**src/rtl/dir_ctrl_pkg.sv**
```systemverilog
// Shared encodings and next-direction helpers for the direction controller.
package dir_ctrl_pkg;

  // mode_sel encodings
  localparam logic [1:0] MODE_MANUAL     = 2'b00;
  localparam logic [1:0] MODE_BOUNCE     = 2'b01;
  localparam logic [1:0] MODE_FORCE_UP   = 2'b10;
  localparam logic [1:0] MODE_FORCE_DOWN = 2'b11;

  // State encodings; the state bit is the counter direction itself (1 = up).
  localparam logic S_UP   = 1'b1;
  localparam logic S_DOWN = 1'b0;

  // Bounce turn points: turn one count early so the counter never wraps.
  localparam logic [2:0] TURN_HI = 3'd6;
  localparam logic [2:0] TURN_LO = 3'd1;

  // Next direction state for a given policy, current state and sampled count.
  function automatic logic next_state(input logic [1:0] mode,
                                      input logic       state,
                                      input logic [2:0] q,
                                      input logic       man);
    logic nxt;
    nxt = state;
    case (mode)
      MODE_MANUAL:     nxt = man ? S_UP : S_DOWN;
      MODE_BOUNCE: begin
        if ((state == S_UP) && (q == TURN_HI)) begin
          nxt = S_DOWN;
        end else if ((state == S_DOWN) && (q == TURN_LO)) begin
          nxt = S_UP;
        end else begin
          nxt = state;
        end
      end
      MODE_FORCE_UP:   nxt = S_UP;
      MODE_FORCE_DOWN: nxt = S_DOWN;
      default:         nxt = state;
    endcase
    return nxt;
  endfunction

  // Count the downstream counter must present one edge after q_prev,
  // given the direction it was told to move in.
  function automatic logic [2:0] expect_q(input logic [2:0] q_prev, input logic m_prev);
    return m_prev ? (q_prev + 3'd1) : (q_prev - 3'd1);
  endfunction

endpackage

```
**src/rtl/dir_seq_chk.sv**
```systemverilog
// Sequence checker: flags (sticky) any sampled count that does not follow
// from the previous sample and the direction that was in force at that edge.
// The first sample after reset only seeds the history.
module dir_seq_chk
  import dir_ctrl_pkg::*;
(
  input  logic       clk,
  input  logic       clear,
  input  logic [2:0] q_in,
  input  logic       M,
  output logic       seq_err
);

  logic [2:0] r_q_prev;
  logic       r_m_prev;
  logic       r_valid;
  logic       r_seq_err;
  logic [2:0] w_q_exp;
  logic       w_mismatch;

  // Expected count and mismatch against the live sample
  always_comb begin
    w_q_exp    = expect_q(r_q_prev, r_m_prev);
    w_mismatch = r_valid && (q_in != w_q_exp);
  end

  // History capture and sticky error flag
  always_ff @(posedge clk or negedge clear) begin
    if (!clear) begin
      r_q_prev  <= 3'd0;
      r_m_prev  <= S_UP;
      r_valid   <= 1'b0;
      r_seq_err <= 1'b0;
    end else begin
      r_q_prev <= q_in;
      r_m_prev <= M;
      r_valid  <= 1'b1;
      if (w_mismatch) begin
        r_seq_err <= 1'b1;
      end
    end
  end

  assign seq_err = r_seq_err;

endmodule

```
**src/rtl/dir_ctrl.sv**
```systemverilog
// Direction controller for a 3-bit up/down counter: two-state FSM whose
// state bit drives M, a change pulse, a reversal counter and a sequence check.
// Optional feature: define DIR_CTRL_REVCNT_EN to build the reversal counter;
// otherwise rev_cnt is tied to zero and no counter flops exist.
module dir_ctrl
  import dir_ctrl_pkg::*;
#(
  parameter int unsigned REV_W = 8
) (
  input  logic             clk,
  input  logic             clear,
  input  logic [2:0]       q_in,
  input  logic [1:0]       mode_sel,
  input  logic             man_dir,
  output logic             M,
  output logic             dir_chg,
  output logic             seq_err,
  output logic [REV_W-1:0] rev_cnt
);

  logic r_state;
  logic r_dir_chg;
  logic w_state_d;
  logic w_state_chg;

  // Next state from the selected policy; mode changes apply on the next edge
  always_comb begin
    w_state_d   = next_state(mode_sel, r_state, q_in, man_dir);
    w_state_chg = (w_state_d != r_state);
  end

  // State register and one-cycle change pulse
  always_ff @(posedge clk or negedge clear) begin
    if (!clear) begin
      r_state   <= S_UP;
      r_dir_chg <= 1'b0;
    end else begin
      r_state   <= w_state_d;
      r_dir_chg <= w_state_chg;
    end
  end

  assign M       = r_state;
  assign dir_chg = r_dir_chg;

`ifdef DIR_CTRL_REVCNT_EN
  logic [REV_W-1:0] r_rev_cnt;

  // Reversal counter, wraps naturally at all-ones
  always_ff @(posedge clk or negedge clear) begin
    if (!clear) begin
      r_rev_cnt <= '0;
    end else if (w_state_chg) begin
      r_rev_cnt <= r_rev_cnt + 1'b1;
    end
  end

  assign rev_cnt = r_rev_cnt;
`else
  assign rev_cnt = '0;
`endif

  dir_seq_chk u_seq_chk (
    .clk     (clk),
    .clear   (clear),
    .q_in    (q_in),
    .M       (r_state),
    .seq_err (seq_err)
  );

endmodule

```
**config.mk**
```make
export PLATFORM = sky130hd
export DESIGN_NAME = dir_ctrl
export DESIGN_NICKNAME = d
export VERILOG_FILES = /design/src/rtl/dir_ctrl_pkg.sv /design/src/rtl/dir_seq_chk.sv /design/src/rtl/dir_ctrl.sv
export SDC_FILE = /design/constraint.sdc
export NUM_CORES = 1
export LEC_CHECK = 0
export CAP_MARGIN = 20
export CORE_AREA = 2 2 39 41
export CTS_CLUSTER_SIZE = 14
export DETAILED_ROUTE_END_ITERATION = 7
export DIE_AREA = 0 0 41 43
export HOLD_SLACK_MARGIN = 0.12
export PLACE_DENSITY = 0.76
export SETUP_SLACK_MARGIN = 0.05
export SLEW_MARGIN = 20
export SYNTH_ARGS = -nofsm -noshare
export SYNTH_HDL_FRONTEND = slang
export SYNTH_SLANG_ARGS = --single-unit
export TNS_END_PERCENT = 1
```
**constraint.sdc**
```tcl
create_clock -name clk -period 1.7 [get_ports clk]
set_clock_uncertainty 0.15 [all_clocks]
set_input_delay 0.51 -clock clk [delete_from_list [all_inputs] [get_ports clk]]
set_output_delay 0.51 -clock clk [all_outputs]
set_load 0.03 [all_outputs]
```
# Word level (Yosys, flattened, before mapping)
# Index checks and enable logic that the tools add are counted.
# totals
regBits,8
latchBits,0
mem_bits_rw,0
rom_bits,0
inputBits,8
out_inout_bits,11
wordCells,25
mem_count,0
# op_classes
n_addsub,2
multipliers,0
div,0
magnitude_cmp,0
n_eq_ne,7
shift,0
muxes,5
n_bitwise,1
reduce_logical,4
# op_table
operator,count
"2-bit equality test, second input constant",2
1-bit case mux with 4 select lines,1
"3-bit by 1-bit adder with 3-bit output, second input constant",1
"3-bit by 1-bit equality test with 1-bit output, second input constant",1
"3-bit equality test, second input constant",1
1-bit logical AND,3
1-bit two-way mux,3
3-bit two-way mux,1
3-bit != test,1
"3-bit by 1-bit subtractor with 3-bit output, second input constant",1
"2-bit by 1-bit equality test with 1-bit output, second input constant",1
2-bit logical NOT,1
1-bit != test,1
1-bit NOT,1

# Longest topological paths before layout
# depth
depth_word,6
ltp_mapped,5
ltp_nobuf,5

# By module
# Synthesis repeated with hierarchy kept, for this count alone.
# unflattened
hier_cells,41
hier_area_um2,440.4
# modules_own_cells
mod,n_inst,cells_each,area_per_inst_um2,seq_area_each_um2
dir_seq_chk,1,17,236.5,151.4
dir_ctrl,1,24,203.9,51.3

# Worst setup path after synthesis
# No wires, ideal clock.
# synth_timing
path_kind,reg-to-reg
from,reg u_seq_chk.r_m_prev
to,"reg u_seq_chk.r_seq_err, in the netlist u_seq_chk.seq_err"
setup_ns,0.125
arrival_time_ns,1.413
required_time_ns,1.425
setup_slack_ns,0.013
stages_incl_launch_ff,6
path_buffers,0
period_less_slack_ns,1.687
path_cell_list,dfstp_2 -> inv_1 -> fa_1 -> xor2_1 -> nor3_1 -> a21oi_1
# synth_between
elab_chain_cells,3
# synth_lines
element,line,rtl
start: declaration,dir_seq_chk.sv:15,logic r_m_prev;
start signal: assignment,dir_seq_chk.sv:31,r_m_prev <= S_UP;
start signal: assignment,dir_seq_chk.sv:36,r_m_prev <= M;
3-bit two-way mux,dir_ctrl_pkg.sv:46,return m_prev ? (q_prev + 3'd1) : (q_prev - 3'd1);
3-bit != test,dir_seq_chk.sv:24,w_mismatch = r_valid && (q_in != w_q_exp);
1-bit logical AND,dir_seq_chk.sv:24,
end signal: assignment,dir_seq_chk.sv:33,r_seq_err <= 1'b0;
end signal: assignment,dir_seq_chk.sv:39,r_seq_err <= 1'b1;
end: declaration,dir_seq_chk.sv:17,logic r_seq_err;
# Every way passes these cells.
# A chain may end at the register's enable or synchronous reset.

# Worst setup path in the final report
# Ends and elaborated chain as after synthesis.

==> reports/metrics.yaml <==
outcome: "complete, no violations"
fp.dieH_um: 43
cellPowerDensity_nw_per_um2: 857.8
synth.distinct_cells: 19
cts.clk_slew.worst_paths_ps: 60
cts_buffers: 3
grt_usage_pct: 8.638
crit_path_end_kind: "register"
area_growth_pct: 32.44
grt_use_met2_pct: 13.13
gr-max-usage-layer: "met2"
worst_slack_ps: 59.30
hold_slack_ps: 256.9
netlist_instances: 40
synth.area.top_cells: "dfrtp_1, buf_4, dfstp_2"
cts_root_buffer: "clkbuf_4"
initial_utilization_pct: 30.38
grt_use_met3_pct: 3.141
port_buffers: 10
core_um2: 1384
cp_slowest_stage_delay_ps: 540
fp-row-count: 14
pre_cts_ws_ps: -49.78
dpl_cell_area_um2: 531.8
cp-endpoint: "u_seq_chk.seq_err"
wl_um: 646
htree_levels: 1
min-delay-path-class: "register to register"
nNetsFinal: 67
clock_sinks: 8
dieArea_um2: 1763
cp_slowest_cell: "dfstp_2"
worstSkewPairLatency_ps: 250
drive_gt1_share_pct: 22.81
ys_ff_latch: 8
grt.overflow.total: 0
reg2reg_depth: 5
dp_hpwl_um: 514.7
stdcell_area_um2: 556.8
cp_num_buf_inv: 1
required_ps: 1690
antenna_cells: 0
syn_area_per_cell_um2: 10.51
clock_path_buffers: 2
crit_chain: "inv_2, fa_1, xor2_1, nor3_1, a21oi_1"
critPathMaxFanout: 2
arrival_ps: 1630
start_kind: "register"
routedWlPerCell_um: 8.849
die_x_um: 41
hold_viol_final: 0
ios: 19
cp.depth: 5
fin_util_pct: 40.24
peakVddDrop_mv: 0.2205
p_total_mw: 0.4776
cpLargestDelayFamily: "flip-flops"
placed_cells: 69
antenna_found_initial: 0
grt_util_met1_pct: 8.361
layout_common_cells: "conb_1, clkdlybuf4s50_1, dfrtp_1, buf_4"
postRouteAntennaNets: 0
fin_tns_setup_ps: 0
synth_top_area_share_pct: 35.71
fmax_mhz: 609.5
gp_congestion: 0.6904
fin_cells: 73
cp-startpoint: "u_seq_chk.r_m_prev"
post_synth_instance_area_um2: 420.4
synth_top_area_cell: "dfrtp_1"
setup_viol: 0
drt_iter0_drc: 7
drt_first_pass_iters: 4
crit_type: "register to register"
grt_pass1_wl_um: 986
leakage_nw: 0.2450
ctsHoldBuffers: 0
fin_crit_sh_pct: 96.51
final_common_cell: "conb_1"
ys_seq_area_share_pct: 48.21
via_count: 293
r2r_setup_slack_ps: 60
r2r_end: "u_seq_chk.seq_err"
cts_tree: "done"
maxCapViolations: 0
grt_pass1_vias: 281
ys_warn_count: 0
post-route-drc-count: 0
rr_startpoint: "u_seq_chk.r_m_prev"
final.min_clock_period_ps: 1641
drv_slew: 0
vias_per_cell: 4.014
fillers: 147
rsz0062_at_grt: "true"
grt_max_degree: 9
layout make-up:
| cell class | instances | area (µm²) | area share [%] |
|---|---|---|---|
| sequential | 8 | 202.7 | 36.40 |
| multi-input combinational | 30 | 180.2 | 32.36 |
| timing repair buffer | 14 | 123.9 | 22.25 |
| clock buffer | 4 | 26.28 | 4.719 |
| tap | 16 | 20.02 | 3.596 |
| inverter | 1 | 3.754 | 0.6742 |
registers in the layout, indices dropped and copies added (netlist names):
register and cells:
u_seq_chk.r_q_prev 3, M 1, u_seq_chk.r_valid 1, u_seq_chk.r_m_prev 1, u_seq_chk.seq_err 1, dir_chg 1
cell usage after synthesis:
cell / count
a21oi_1: 2
dfrtp_1: 6
dfstp_2: 2
nor3_1: 1
a21boi_0: 1
nand2_1: 2
o22ai_1: 1
xnor2_1: 3
buf_4: 8
o21a_1: 1
o21ai_0: 2
xor2_1: 2
conb_1: 2
inv_1: 1
nor3b_1: 1
nor2b_1: 1
o21bai_1: 1
nor2_1: 2
fa_1: 1
routing by layer:
layer / share of wire [%] / wire length (µm)
met1: 43 / 275
met2: 47 / 306
met3: 9.9 / 64
met4: 0 / 0
met5: 0 / 0
timing repair:
| item | 4_1_cts | 5_1_grt |
|---|---|---|
| gates resized for setup | 3 | 2 |
| buffers inserted | 0 | 0 |
| setup endpoints to repair | 3 | 3 |
worst min path at each step:
stage	start	end	slack (ps)	cells after the start
finish	M	u_seq_chk.r_m_prev	260	0
global route	M	u_seq_chk.r_m_prev	260	0
global placement	M	u_seq_chk.r_m_prev	250	0
detailed placement	M	u_seq_chk.r_m_prev	240	0
CTS	M	u_seq_chk.r_m_prev	260	0
floorplan	clear	dir_chg	60	0
cells by family (layout without fill, tap and decap cells):
group           Yosys count  in the layout  synth area share, %
simple gates              7              7                8.038
compound gates            8              8                11.61
other cells               2              9                1.786
fa+ha+maj                 1              1                4.762
xor+xnor                  5              5                10.42
buf+inv                   9             19                15.18
flops                     8              8                48.21
report_power, final:
group	switching [mW]	internal (mW)
logic	0.0631	0.0473
clock network	0.0628	0.0896
registers	0.00884	0.206
(Power assumes the default switching activity.)
